<file path="src/rtl/seg_scan_display_if.sv">
// Load/ready handshake and status bundle between the ALU result
// path and the scanned 7-segment display driver.
interface seg_scan_display_if #(
  parameter int WIDTH = 8
);
  logic [WIDTH-1:0] value;
  logic             load;
  logic             blank_en;
  logic             ready;
  logic             done;
  logic             overflow;

  modport master (
    output value, load, blank_en,
    input  ready, done, overflow
  );

  modport slave (
    input  value, load, blank_en,
    output ready, done, overflow
  );
endinterface

</file>
<file path="src/rtl/seg_scan_display.sv">
// Sequential binary-to-BCD converter feeding a time-multiplexed
// 7-segment display with sign digit, zero blanking and overflow.
module seg_scan_display #(
  parameter int WIDTH    = 8,
  parameter int DIGITS   = 4,
  parameter int SCAN_DIV = 10000,
  parameter bit SIGNED   = 1'b1
) (
  input  logic              clock,
  input  logic              Reset,
  seg_scan_display_if.slave bus,
  output logic [DIGITS-1:0] AN,
  output logic [6:0]        SEG
);

  // decimal digits of 2^WIDTH-1, plus one spare
  localparam int NBD = (WIDTH * 30103) / 100000 + 2;
  localparam int NB  = (NBD > DIGITS) ? NBD : DIGITS;
  localparam int DD  = SIGNED ? DIGITS - 1 : DIGITS;
  localparam int CW  = $clog2(WIDTH);
  localparam int PW  = (SCAN_DIV > 2) ? $clog2(SCAN_DIV) : 1;
  localparam int IW  = $clog2(DIGITS);

  localparam logic [6:0] SEG_DASH  = 7'b0111111;
  localparam logic [6:0] SEG_BLANK = 7'b1111111;
  localparam logic [6:0] SEG_ZERO  = 7'b1000000;

  typedef enum logic [1:0] {
    IDLE,
    CONVERT,
    COMMIT
  } state_t;

  state_t state_q, state_d;

  logic [WIDTH-1:0]  mag_q, mag_d;
  logic [4*NB-1:0]   bcd_q, bcd_d;
  logic [CW-1:0]     cnt_q, cnt_d;
  logic              neg_q, neg_d;
  logic              done_q, done_d;
  logic              ovf_q, ovf_d;
  logic [6:0]        disp_q [DIGITS];
  logic [6:0]        disp_d [DIGITS];
  logic              ovf_c;
  logic [4*NB-1:0]   adj;
  logic [PW-1:0]     presc_q, presc_d;
  logic [IW-1:0]     idx_q, idx_d;
  logic [DIGITS-1:0] an_q;
  logic [6:0]        seg_q;

  function automatic logic [6:0] seg_of(input logic [3:0] d);
    logic [6:0] s;
    case (d)
      4'd0:    s = 7'b1000000;
      4'd1:    s = 7'b1111001;
      4'd2:    s = 7'b0100100;
      4'd3:    s = 7'b0110000;
      4'd4:    s = 7'b0011001;
      4'd5:    s = 7'b0010010;
      4'd6:    s = 7'b0000010;
      4'd7:    s = 7'b1111000;
      4'd8:    s = 7'b0000000;
      4'd9:    s = 7'b0010000;
      default: s = SEG_BLANK;
    endcase
    return s;
  endfunction

  always_comb begin
    adj = bcd_q;
    for (int i = 0; i < NB; i++) begin
      if (bcd_q[4*i +: 4] >= 4'd5)
        adj[4*i +: 4] = bcd_q[4*i +: 4] + 4'd3;
    end
  end

  always_comb begin
    logic       hi_zero;
    logic [3:0] nib;
    logic [6:0] code;
    ovf_c   = 1'b0;
    hi_zero = 1'b1;
    nib     = '0;
    code    = SEG_BLANK;
    for (int i = DD; i < NB; i++) begin
      if (bcd_q[4*i +: 4] != 4'd0) ovf_c = 1'b1;
    end
    for (int i = DIGITS - 1; i >= 0; i--) begin
      nib  = bcd_q[4*i +: 4];
      code = seg_of(nib);
      if (i >= DD) begin
        code = neg_q ? SEG_DASH : SEG_BLANK;
      end else begin
        if (i > 0 && bus.blank_en && hi_zero && nib == 4'd0)
          code = SEG_BLANK;
        if (nib != 4'd0) hi_zero = 1'b0;
      end
      if (ovf_c) code = SEG_DASH;
      disp_d[i] = code;
    end
  end

  always_comb begin
    state_d = state_q;
    mag_d   = mag_q;
    bcd_d   = bcd_q;
    cnt_d   = cnt_q;
    neg_d   = neg_q;
    done_d  = 1'b0;
    ovf_d   = ovf_q;
    unique case (state_q)
      IDLE: begin
        if (bus.load) begin
          neg_d   = SIGNED && bus.value[WIDTH-1];
          mag_d   = neg_d ? (~bus.value + 1'b1) : bus.value;
          bcd_d   = '0;
          cnt_d   = '0;
          state_d = CONVERT;
        end
      end
      CONVERT: begin
        bcd_d = {adj[4*NB-2:0], mag_q[WIDTH-1]};
        mag_d = {mag_q[WIDTH-2:0], 1'b0};
        cnt_d = cnt_q + 1'b1;
        if (cnt_q == CW'(WIDTH - 1)) state_d = COMMIT;
      end
      COMMIT: begin
        ovf_d   = ovf_c;
        done_d  = 1'b1;
        state_d = IDLE;
      end
      default: state_d = IDLE;
    endcase
  end

  always_ff @(posedge clock or negedge Reset) begin
    if (!Reset) begin
      state_q <= IDLE;
      mag_q   <= '0;
      bcd_q   <= '0;
      cnt_q   <= '0;
      neg_q   <= 1'b0;
      done_q  <= 1'b0;
      ovf_q   <= 1'b0;
    end else begin
      state_q <= state_d;
      mag_q   <= mag_d;
      bcd_q   <= bcd_d;
      cnt_q   <= cnt_d;
      neg_q   <= neg_d;
      done_q  <= done_d;
      ovf_q   <= ovf_d;
    end
  end

  // all digits swap in one edge, so a scan never mixes two values
  always_ff @(posedge clock or negedge Reset) begin
    if (!Reset) begin
      for (int i = 0; i < DIGITS; i++)
        disp_q[i] <= (i == 0) ? SEG_ZERO : SEG_BLANK;
    end else if (state_q == COMMIT) begin
      for (int i = 0; i < DIGITS; i++)
        disp_q[i] <= disp_d[i];
    end
  end

  always_comb begin
    presc_d = presc_q + 1'b1;
    idx_d   = idx_q;
    if (presc_q == PW'(SCAN_DIV - 1)) begin
      presc_d = '0;
      idx_d   = (idx_q == IW'(DIGITS - 1)) ? '0 : idx_q + 1'b1;
    end
  end

  always_ff @(posedge clock or negedge Reset) begin
    if (!Reset) begin
      presc_q <= '0;
      idx_q   <= '0;
      an_q    <= '1;
      seg_q   <= SEG_BLANK;
    end else begin
      presc_q <= presc_d;
      idx_q   <= idx_d;
      an_q    <= ~(DIGITS'(1) << idx_q);
      seg_q   <= disp_q[idx_q];
    end
  end

  assign bus.ready    = (state_q == IDLE);
  assign bus.done     = done_q;
  assign bus.overflow = ovf_q;
  assign AN           = an_q;
  assign SEG          = seg_q;

endmodule

</file>
<file path="src/flat_wrapper.sv">
// flat-port wrapper written by rule: the top's interface ports become plain ports
module seg_scan_display_flat 
#(
  parameter int WIDTH    = 8,
  parameter int DIGITS   = 4,
  parameter int SCAN_DIV = 10000,
  parameter bit SIGNED   = 1'b1
)
  (clock, Reset, AN, SEG, bus_value, bus_load, bus_blank_en, bus_ready, bus_done, bus_overflow);
  seg_scan_display_if #(.WIDTH(WIDTH)) bus_i ();
  input  logic clock;
  input  logic Reset;
  output logic [DIGITS-1:0] AN;
  output logic [6:0] SEG;
  input wire logic [$bits(bus_i.value)-1:0] bus_value;
  input wire logic [$bits(bus_i.load)-1:0] bus_load;
  input wire logic [$bits(bus_i.blank_en)-1:0] bus_blank_en;
  output wire logic [$bits(bus_i.ready)-1:0] bus_ready;
  output wire logic [$bits(bus_i.done)-1:0] bus_done;
  output wire logic [$bits(bus_i.overflow)-1:0] bus_overflow;
  assign bus_i.value = bus_value;
  assign bus_i.load = bus_load;
  assign bus_i.blank_en = bus_blank_en;
  assign bus_ready = bus_i.ready;
  assign bus_done = bus_i.done;
  assign bus_overflow = bus_i.overflow;
  seg_scan_display #(.WIDTH(WIDTH), .DIGITS(DIGITS), .SCAN_DIV(SCAN_DIV), .SIGNED(SIGNED)) u_core (.clock(clock), .Reset(Reset), .bus(bus_i), .AN(AN), .SEG(SEG));
endmodule
</file>
<file path="config.mk">
export PLATFORM = sky130hd
export DESIGN_NAME = seg_scan_display_flat
export DESIGN_NICKNAME = d
export VERILOG_FILES = /design/src/rtl/seg_scan_display_if.sv /design/src/rtl/seg_scan_display.sv /design/src/flat_wrapper.sv
export SDC_FILE = /design/constraint.sdc
export NUM_CORES = 1
export LEC_CHECK = 0
export ABC_AREA = 1
export BUFFER_PORTS_ARGS = -buffer_cell sky130_fd_sc_hd__buf_2
export CAP_MARGIN = 20
export CELL_PAD_IN_SITES_DETAIL_PLACEMENT = 2
export CELL_PAD_IN_SITES_GLOBAL_PLACEMENT = 2
export CORE_ASPECT_RATIO = 0.8
export CORE_MARGIN = 2
export CORE_UTILIZATION = 35
export CTS_BUF_LIST = sky130_fd_sc_hd__clkbuf_8
export DETAILED_ROUTE_END_ITERATION = 8
export PLACE_DENSITY = 0.88
export SYNTH_ARGS = -nofsm -noshare
export SYNTH_HDL_FRONTEND = slang
export SYNTH_SLANG_ARGS = --single-unit
export TNS_END_PERCENT = 1
</file>
<file path="constraint.sdc">
create_clock -name clock -period 1.51 [get_ports clock]
set_input_delay 0.302 -clock clock [delete_from_list [all_inputs] [get_ports clock]]
set_output_delay 0.302 -clock clock [all_outputs]
set_load 0.03 [all_outputs]
</file>
==> impl_results.md, run 1 <==
* Outcome: complete, but fails checks
* Violated checks: negative setup slack
* Share of async-settable or async-resettable flops after synthesis at 100.0%
* Layout cell share with drive strength beyond 1 at 28.88%
* Rows at 37
* IO buf count at 25
* Adder-cell share of the synthesized area at 7.663%
* First-pass GRT wire length at 26820 um
* Final worst slack at -0.1361 ns
* Leak at 2.660 nW
* Worst slew pin tran at 0.4040 ns
* Reg2reg start: u_core.bcd_q[4]$_DFFE_PN0P_
* Hold path cells at 4
* CTS tree: yes
* Final core occ at 43.78%
* Commonest cells after routing, fill and taps aside: nand2_1 (128), nor2_1 (61), inv_1 (53)
* Non-Filler Instances at 819
* Yosys warnings at 0
* Max Freq at 0.6075 GHz
* Synth top area cells: dfrtp_1 (30%), dfstp_2 (16%), nand2_1 (11%), ha_1 (7.7%), inv_1 (5.5%)
* Final period utilization at 109.0%
* CTS clock-pin slew for the worst setup and hold paths at 0.10 ns
* Core Footprint at 0.01282 mm^2
* Register area share after synthesis at 45.07%
* DR WL met3 at 536 um
* Fillcell total at 1476
* WP data required at 1.83 ns
* Sw power at 5.324 mW
* R2R depth at 8
* Flop pwr share at 31.5%
* Bufs on Longest Clock Path at 2
* Final ANT Viol Nets at 0
* CP Capture Type: flop
* Max VDD drop at 0.001020 V
* Total gr overflow at 0
* Commonest register cell after synthesis: dfrtp_1
* Synth Area in XOR/XNOR at 0.7663%
* Terminus of the critical flop-to-flop path: u_core.disp_q[14]$_DFFE_PN1P_
* CTS sink count at 81
* Most common cell after layout, fill and taps aside: nand2_1
* Startpoint types: flop
* Initial antenna violation count at 0
* Initial DRC count at 211
* Skew-Pair Late Insertion Delay at 0.39 ns
* DR pass1 iterations at 4
* Clock skew at 0.01320 ns
* Number of distinct library cells after synthesis at 41
* Mux share of post-synthesis cell area at 0%
* Vias in the first global route at 4846
* Io pins at 26
* Slew Limit Fails at 0
* Simple-Gate Fraction of Synth Area at 24.79%
* Synth Area in Compound Gates at 13.79%
* Largest net degree at the start of global routing at 30
* WL met2 at 9202 um
* Num CTS Buffers at 9
* Number of nets in the final layout at 679
* Die X-Extent at 131.8 um
* Die Area at 0.01400 mm^2
* Syn_area_per_cell at 8.049 um^2
* Worst Path Max Fanout at 5
* Clk pwr share at 16.3%
* # H-tree levels at 3
* Post-synth design cell area at 0.004572 mm^2
* Sw Share at 46.12%
* Post-DP HPWL at 12000 um
* Initial core utilization at 35.65%
* Crit path time final at 1.646 ns
* Final Hold Viols at 0
* Via count at 4316
* Final setup vio count at 2
* Cell Int Power at 6.219 mW
* Power share of the combinational group at 52.3%
* Ant diodes at 0
* Synthesized Nets at 608
* Pre-CTS WS at -0.1201 ns
* Cell count after synthesis at 568
* Post-synth EDFFs at 0
* Top Layer Used: met4
* Hold Crit Start: bus_value[6]
* Largest family of logic cells by synthesized area: simple AND/OR/NAND/NOR gates
* Top-area cell type share of the netlist area at 29.56%
* Routed WL at 17650 um
* Cell Pwr Density at 2056 mW/mm^2
* R2r setup slk at -0.14 ns
* Placed instance count at 789
* Rel. slew slack at 72.78%
* Max cap viols at 0
* GRT Total Usage at 24.56%
* Critical Path AT at 1.97 ns
* Tightest Hold Check Type: in2reg
* CTS root buf: clkbuf_8
* WL/cell at 21.55 um
* Drt via density at 5.270
* Worst Hold End: u_core.mag_q[6]$_DFFE_PN0P_
* Synth area leader: dfrtp_1
* Die H at 106.2 um
* Unrepaired setup endpoints after global routing: true
* Synthesized flop and latch total at 81
* Met1 Wirelength at 7514 um
* # DRC at 0
* Placer Congestion at 0.8386
* Worst setup path category: reg2reg
* Synth-to-Final Area Change at 22.80%
[metal layers]
metal / global-route usage, % / vias to the layer above
li1: - / 1979
met1: 29.95 / 2242
met2: 44.73 / 65
met3: 5.579 / 30
met4: 4.891 / 0
met5: 0 / -
[metrics by stage]
stage | hold WS (ns) | setup TNS, ns | instance area (um^2) | power [mW]
2_1_floorplan | 0.006409 | 0 | 4577 | 6.680
3_3_place_gp | 0.1704 | -0.02321 | 5139 | 8.019
3_5_place_dp | 0.1760 | -1.401 | 5139 | 8.584
4_1_cts | 0.2146 | -0.1174 | 5448 | 10.81
5_1_grt | 0.2745 | -1.096 | 5614 | 12.33
6_report | 0.2459 | -0.1626 | 5614 | 11.54
[flip-flops by register name (all words and copies together) (netlist names)]
register and count:
u_core.bus.overflow 1, u_core.SEG 7, u_core.neg_q 1, u_core.bus.done 1
u_core.idx_q 2, u_core.presc_q 14, u_core.disp_q 22, u_core.state_q 2
u_core.bcd_q 16, u_core.mag_q 8, u_core.cnt_q 3, u_core.AN 4
[cells by family after synthesis]
kind of cell / count (synthesis)
adder cells (fa/ha/maj): 28
AO/OA/AOI/OAI: 103
AND/OR/NAND/NOR: 266
XOR/XNOR: 4
flip-flops: 81
buffers and inverters: 86
[synth_stat cells (5+ instances only)]
| master | n |
|---|---|
| nand4_1 | 6 |
| a21oi_1 | 37 |
| buf_2 | 5 |
| dfstp_2 | 27 |
| dfrtp_1 | 54 |
| o21ai_0 | 36 |
| o22ai_2 | 7 |
| ha_1 | 28 |
| nand2_1 | 134 |
| nor2_1 | 66 |
| inv_1 | 67 |
| nor3_1 | 5 |
| nand3_1 | 44 |
[how the worst max path moves through the flow]
stage / start / to / cells after the start
after floorplan: u_core.bcd_q[8]$_DFFE_PN0P_ / u_core.disp_q[19]$_DFFE_PN1P_ / 8
after global placement: u_core.bcd_q[1]$_DFFE_PN0P_ / u_core.bcd_q[3]$_DFFE_PN0P_ / 5
after detailed placement: u_core.bcd_q[1]$_DFFE_PN0P_ / u_core.bcd_q[3]$_DFFE_PN0P_ / 5
after CTS: u_core.presc_q[1]$_DFF_PN0_ / u_core.idx_q[1]$_DFFE_PN0N_ / 7
after global routing: u_core.bcd_q[4]$_DFFE_PN0P_ / u_core.disp_q[14]$_DFFE_PN1P_ / 8
final: u_core.bcd_q[4]$_DFFE_PN0P_ / u_core.disp_q[14]$_DFFE_PN1P_ / 8
[power groups by stage]
stage / clock [mW] / sequential, mW / combinational, mW
after global placement: 0 / 3.48 / 4.54
after floorplan: 0 / 3.51 / 3.17
after global routing: 2.00 / 3.70 / 6.63
after detailed placement: 0 / 3.58 / 5.00
after CTS: 1.92 / 3.57 / 5.32
final: 1.88 / 3.63 / 6.03
[area by class of cell]
class                   count  area, um^2  share of cell area [%]
clock buffers               9       123.9                   2.206
repair buffers             73       530.5                   9.450
multi-input cells         401        2282                   40.65
clock inverters             7       101.3                   1.805
flip-flops and latches     81        2068                   36.84
inverters                  73       289.0                   5.148
well taps                 175       219.0                   3.900
[critical path: stages, from the launching register on]
cell,delay [ns]
dfrtp_1,0.42
buf_4,0.17
ha_1,0.19
inv_1,0.09
nand2_1,0.12
o21ai_0,0.11
o21ai_0,0.27
nor2_1,0.09
nor2_1,0.12
[what timing repair did]
item | 4_1_cts | 5_1_grt
cloned | 0 | 0
hold buffers | 1 | 0
endpoints found under the hold margin | 11 | 0
pin swaps | 3 | 7
resized for setup | 21 | 41
buffers inserted | 4 | 9
endpoints found under the setup margin | 36 | 43
Power figures use the tool's default switching activity.
==> run 2: changes to the inputs <==
==> constraint.sdc (replaced) <==
create_clock -name clock -period 1.51 [get_ports clock]
set_input_delay 0.302 -clock clock [delete_from_list [all_inputs] [get_ports clock]]
set_output_delay 0.302 -clock clock [all_outputs]
set_load 0.05 [all_outputs]
==> run 2 against run 1 <==
  * The run still ends with negative setup slack left
  * Clock-buffer cell count stayed put
  * Total power is 1.3% higher
  * Worst hold slack stayed put
  * Largest cell class unchanged
  * Clock power hardly changed
  * Sequential cell count stayed put
  * Critical endpoint unchanged
  * Wire length hardly changed
  * Global-route usage hardly changed
  * Worst setup slack hardly changed
  * Sequential power hardly changed
  * Sequential share of layout area is 0.057 points lower
  * Die area stayed put
==> impl_results.md, run 2 (synthesized netlist as in run 1, its figures left out) <==
* Routed WL at 17650 um
* Final worst slack at -0.1357 ns
* Crit path time final at 1.646 ns
* Placed instance count at 789
* Via count at 4320
* R2R depth at 8
* Die Area at 0.01400 mm^2
* Initial DRC count at 211
* First-pass GRT wire length at 26830 um
* Outcome: complete, but fails checks
* Final TNS setup at -0.1622 ns
* # H-tree levels at 3
* Violated checks: negative setup slack
* IO buf count at 25
* GRT Total Usage at 24.57%
* CTS sink count at 81
* WL/cell at 21.54 um
* Pre-CTS WS at -0.1201 ns
* Core Footprint at 0.01282 mm^2
* Startpoint types: flop
* Rel. slew slack at 72.78%
* Top flop regs: u_core.disp_q x22, u_core.bcd_q x16, u_core.presc_q x14
* Number of nets in the final layout at 679
* Largest net degree at the start of global routing at 30
* Final core occ at 43.85%
* Clock skew at 0.01320 ns
* Final period utilization at 109.0%
* Worst Path Max Fanout at 5
* Initial antenna violation count at 0
* CTS clock-pin slew for the worst setup and hold paths at 0.10 ns
* Critical Path AT at 1.97 ns
* Slew Limit Fails at 0
* Worst setup path category: reg2reg
* Worst slew pin tran at 0.4040 ns
* Placer Congestion at 0.8386
* CTS root buf: clkbuf_8
* Ant diodes at 0
* Commonest cells after routing, fill and taps aside: nand2_1 (128), nor2_1 (61), inv_1 (53)
* Tot Pwr at 11.70 mW
* Final setup vio count at 2
* Die H at 106.2 um
* Synth-to-Final Area Change at 22.99%
* Leak at 2.665 nW
* DR pass1 iterations at 4
* Cell Pwr Density at 2080 mW/mm^2
* Top reg by flops: u_core.disp_q
* Non-Filler Instances at 819
* Hold slack at 0.2459 ns
* CTS tree: yes
* Final ANT Viol Nets at 0
* Die X-Extent at 131.8 um
* Post-DP Area at 0.005139 mm^2
* Rows at 37
* Tightest Hold Check Type: in2reg
* Skew-Pair Late Insertion Delay at 0.39 ns
* Unrepaired setup endpoints after global routing: true
* Drt via density at 5.275
* Most common cell after layout, fill and taps aside: nand2_1
* Bufs on Longest Clock Path at 2
* Max Freq at 0.6076 GHz
* # DRC at 0
* Initial core utilization at 35.65%
* Largest register FFs at 22
* CP Capture Type: flop
* Layout cell share with drive strength beyond 1 at 28.88%
* Post-route cell area at 0.005623 mm^2
* Max cap viols at 0
* WP data required at 1.83 ns
* Total gr overflow at 0
* Num CTS Buffers at 9
* Final Hold Viols at 0
* Post-DP HPWL at 12000 um
* Max VDD drop at 0.001022 V
* Vias in the first global route at 4852
* Io pins at 26
* Hold path cells at 4
run 2: critical path, stage by stage, from the launching register on:
cell and delay (ns):
dfrtp_1 0.42, buf_4 0.17, ha_1 0.19, inv_1 0.09, nand2_1 0.12, o21ai_0 0.11, o21ai_0 0.27, nor2_1 0.09
nor2_1 0.12
run 2: timing repair:
item / in CTS / in global routing
gates resized for setup: 22 / 43
hold endpoints to repair: 11 / 0
setup endpoints to repair: 36 / 45
hold buffers: 1 / 0
setup buffers: 4 / 9
pin swaps: 3 / 7
run 2: area by class of cell:
cell class,instances,area [um^2]
clock inverters,7,101.3
clock buffers,9,123.9
multi-input cells,401,2282
repair buffers,73,539.3
flip-flops and latches,81,2068
fillers,1475,7201
well taps,175,219.0
inverters,73,289.0
run 2: per-layer routing:
metal  up-vias  share of wire [%]  global-route usage (%)
li1       1980                  -                       -
met4         0                2.2                   4.891
met5         -                  0                       0
met1      2245                 43                   29.98
met3        30                3.0                   5.579
met2        65                 52                   44.73
run 2: path summary, 6_finish.rpt:
path | start | end | slack (ns)
setup / recovery | u_core.bcd_q[4]$_DFFE_PN0P_ | u_core.disp_q[14]$_DFFE_PN1P_ | -0.14
hold reg to reg | u_core.disp_q[27]$_DFFE_PN1P_ | u_core.disp_q[27]$_DFFE_PN1P_ | 0.49
setup reg to reg | u_core.bcd_q[4]$_DFFE_PN0P_ | u_core.disp_q[14]$_DFFE_PN1P_ | -0.14
hold / removal | bus_value[6] | u_core.mag_q[6]$_DFFE_PN0P_ | 0.25
max in group asynchronous | Reset | u_core.SEG[6]$_DFF_PN1_ | 0.63
min in group asynchronous | Reset | u_core.presc_q[2]$_DFF_PN0_ | 0.30
run 2: where the power goes:
| part | internal [mW] | switching [mW] | total (mW) | leakage, nW |
|---|---|---|---|---|
| combinational | 2.28 | 3.90 | 6.19 | 1.62 |
| clock | 0.951 | 0.927 | 1.88 | 0.112 |
| sequential | 3.00 | 0.634 | 3.63 | 0.931 |
| total | 6.23 | 5.46 | 11.7 | 2.67 |
==> run 3: changes to the inputs <==
- CELL_PAD_IN_SITES_DETAIL_PLACEMENT: 2 -> 1
- CELL_PAD_IN_SITES_GLOBAL_PLACEMENT: 2 -> 1
- PLACE_DENSITY: 0.88 -> 0.75
==> run 3 against run 2 <==
  * The run now ends clean
  * Combinational power down 18%
  * Sequential power decreased by 3%
  * First-iteration DRC count shrank 37%
  * Sequential share of layout area grew 1.3 points
  * Via count is 9.4% lower
  * Final cell count decreased by 1.3%
  * Critical path depth decreased by 6
  * Final area fell by 3.7%
  * Critical path type is now reg2out
  * Largest power group unchanged
==> impl_results.md, run 3 (synthesized netlist as in run 1, its figures left out) <==
* Synth-to-Final Area Change at 18.47%
* Outcome: finished clean
* CP max stage cell: dfrtp_2
* Leak at 2.609 nW
* Drt via density at 4.844
* Terminus of the critical flop-to-flop path: u_core.bcd_q[3]$_DFFE_PN0P_
* R2R depth at 5
* Rows at 37
* Reg2reg start: u_core.bcd_q[1]$_DFFE_PN0P_
* Clock skew at 0.009261 ns
* CP endpoint: bus_ready
* Placed instance count at 791
* First-pass GRT wire length at 20420 um
* Via count at 3914
* Largest net degree at the start of global routing at 35
* Top reg by flops: u_core.disp_q
* Skew-Pair Late Insertion Delay at 0.37 ns
* WL/cell at 14.55 um
* Cell Pwr Density at 1885 mW/mm^2
* Die Area at 0.01400 mm^2
* Bufs on Longest Clock Path at 2
* Hold slack at 0.2390 ns
* Io pins at 26
* GRT Total Usage at 18.21%
* Unrepaired setup endpoints after global routing: true
* Non-Filler Instances at 808
* Total gr overflow at 0
* Routed WL at 11760 um
* Beginning of the critical path: u_core.state_q[0]$_DFFE_PN0P_
* Placer Congestion at 0.8557
* Vias in the first global route at 4124
* Pre-CTS WS at -0.06440 ns
* Final setup vio count at 0
* Fillcell total at 1583
* Crit-path max cell delay at 0.46 ns
* R2r setup slk at 0.09 ns
* Worst slew pin tran at 0.4028 ns
* WP data required at 1.21 ns
* Die H at 106.2 um
* Crit path time final at 1.475 ns
* CP cell instances: nor2_4, buf_6
* # Post-CTS Setup Buffers at 0
* Initial DRC count at 133
* Worst Path Max Fanout at 4
* Final ANT Viol Nets at 0
* Final Hold Viols at 0
* Crit path max-delay family: flip-flops
* Startpoint types: flop
* Hold path cells at 4
* Max VDD drop at 0.0009230 V
* Most common cell after layout, fill and taps aside: nand2_1
* Max cap viols at 0
* Final worst slack at 0.03502 ns
* Number of nets in the final layout at 668
* CP Capture Type: output port
* DR pass1 iterations at 4
* Slew Limit Fails at 0
* IO buf count at 25
* Buffers & Inverters on Critical Path at 1
* # H-tree levels at 3
* Tightest Hold Check Type: in2reg
* Top flop regs: u_core.disp_q x22, u_core.bcd_q x16, u_core.presc_q x14
* Initial antenna violation count at 0
* Post-route cell area at 0.005416 mm^2
* Num CTS Buffers at 9
* Core Footprint at 0.01282 mm^2
* Final period utilization at 97.68%
* Post-DP Area at 0.005141 mm^2
* Layout cell share with drive strength beyond 1 at 24.17%
* Worst setup path category: reg2out
* Final core occ at 42.24%
* Max Freq at 0.6780 GHz
* Number of cells on the critical path at 2
* Critical Path AT at 1.17 ns
* Largest register FFs at 22
* # DRC at 0
* CTS sink count at 81
* CTS tree: yes
* Die X-Extent at 131.8 um
* CTS root buf: clkbuf_8
* Commonest cells after routing, fill and taps aside: nand2_1 (130), nor2_1 (63), inv_1 (61)
* Post-DP HPWL at 8900 um
* Initial core utilization at 35.65%
* Rel. slew slack at 73.05%
* Ant diodes at 0
* CTS clock-pin slew for the worst setup and hold paths at 0.08 ns
[run 3: cell count changes in the layout (fill, tap and decap cells not counted), sizes merged]
cell      change
bufinv        -1
clkbuf        -1
clkinvlp      -1
buf           -9
inv           +1
[run 3: per-layer routing]
metal / vias up / GRT usage, % / part of all wire (%)
li1: 1953 / - / -
met4: 0 / 6.134 / 1.6
met2: 46 / 29.66 / 45
met1: 1896 / 24.25 / 50
met5: - / 0 / 0
met3: 19 / 3.815 / 2.9
[run 3: power breakdown]
group	switching [mW]	total (mW)	internal, mW	leakage, nW
logic	3.12	5.06	1.94	1.56
registers	0.532	3.52	2.99	0.935
clock network	0.828	1.63	0.802	0.110
[run 3: area by class of cell]
type	count	area (um^2)	share of cell area (%)
clock buffer	10	137.6	2.541
clock inverter	6	57.56	1.063
inverter	73	286.5	5.290
multi-input combinational	401	2212	40.84
sequential	81	2064	38.12
tap	175	219.0	4.043
timing repair buffer	62	439.2	8.108
[run 3: how the worst min path moves through the flow]
| stage | start | to | slack [ns] |
|---|---|---|---|
| finish | bus_value[6] | u_core.mag_q[7]$_DFFE_PN0P_ | 0.24 |
| global route | bus_value[6] | u_core.mag_q[7]$_DFFE_PN0P_ | 0.26 |
| CTS | bus_value[6] | u_core.mag_q[7]$_DFFE_PN0P_ | 0.22 |
| detailed placement | Reset | u_core.presc_q[2]$_DFF_PN0_ | 0.24 |
| global placement | Reset | u_core.presc_q[2]$_DFF_PN0_ | 0.23 |
| floorplan | Reset | u_core.bcd_q[0]$_DFFE_PN0P_ | 0.006 |
[run 3: worst register-to-register path: stages, from the launching register on]
cell	delay (ns)
dfrtp_2	0.45
inv_2	0.14
ha_2	0.24
ha_1	0.24
o21ai_1	0.15
o21ai_0	0.09
[run 3: repair_timing]
action / 4_1_cts / 5_1_grt
pin swaps: 1 / 1
endpoints found under the hold margin: 9 / 0
resized for setup: 11 / 21
setup endpoints to repair: 13 / 37
hold buffers: 1 / 0
[run 3: stage by stage]
stage	power [mW]	TNS (ns)
after global placement	8.142	0
after detailed placement	8.377	-0.3095
after global routing	11.12	-0.1276
final	10.21	0
after CTS	10.15	0
after floorplan	6.820	0
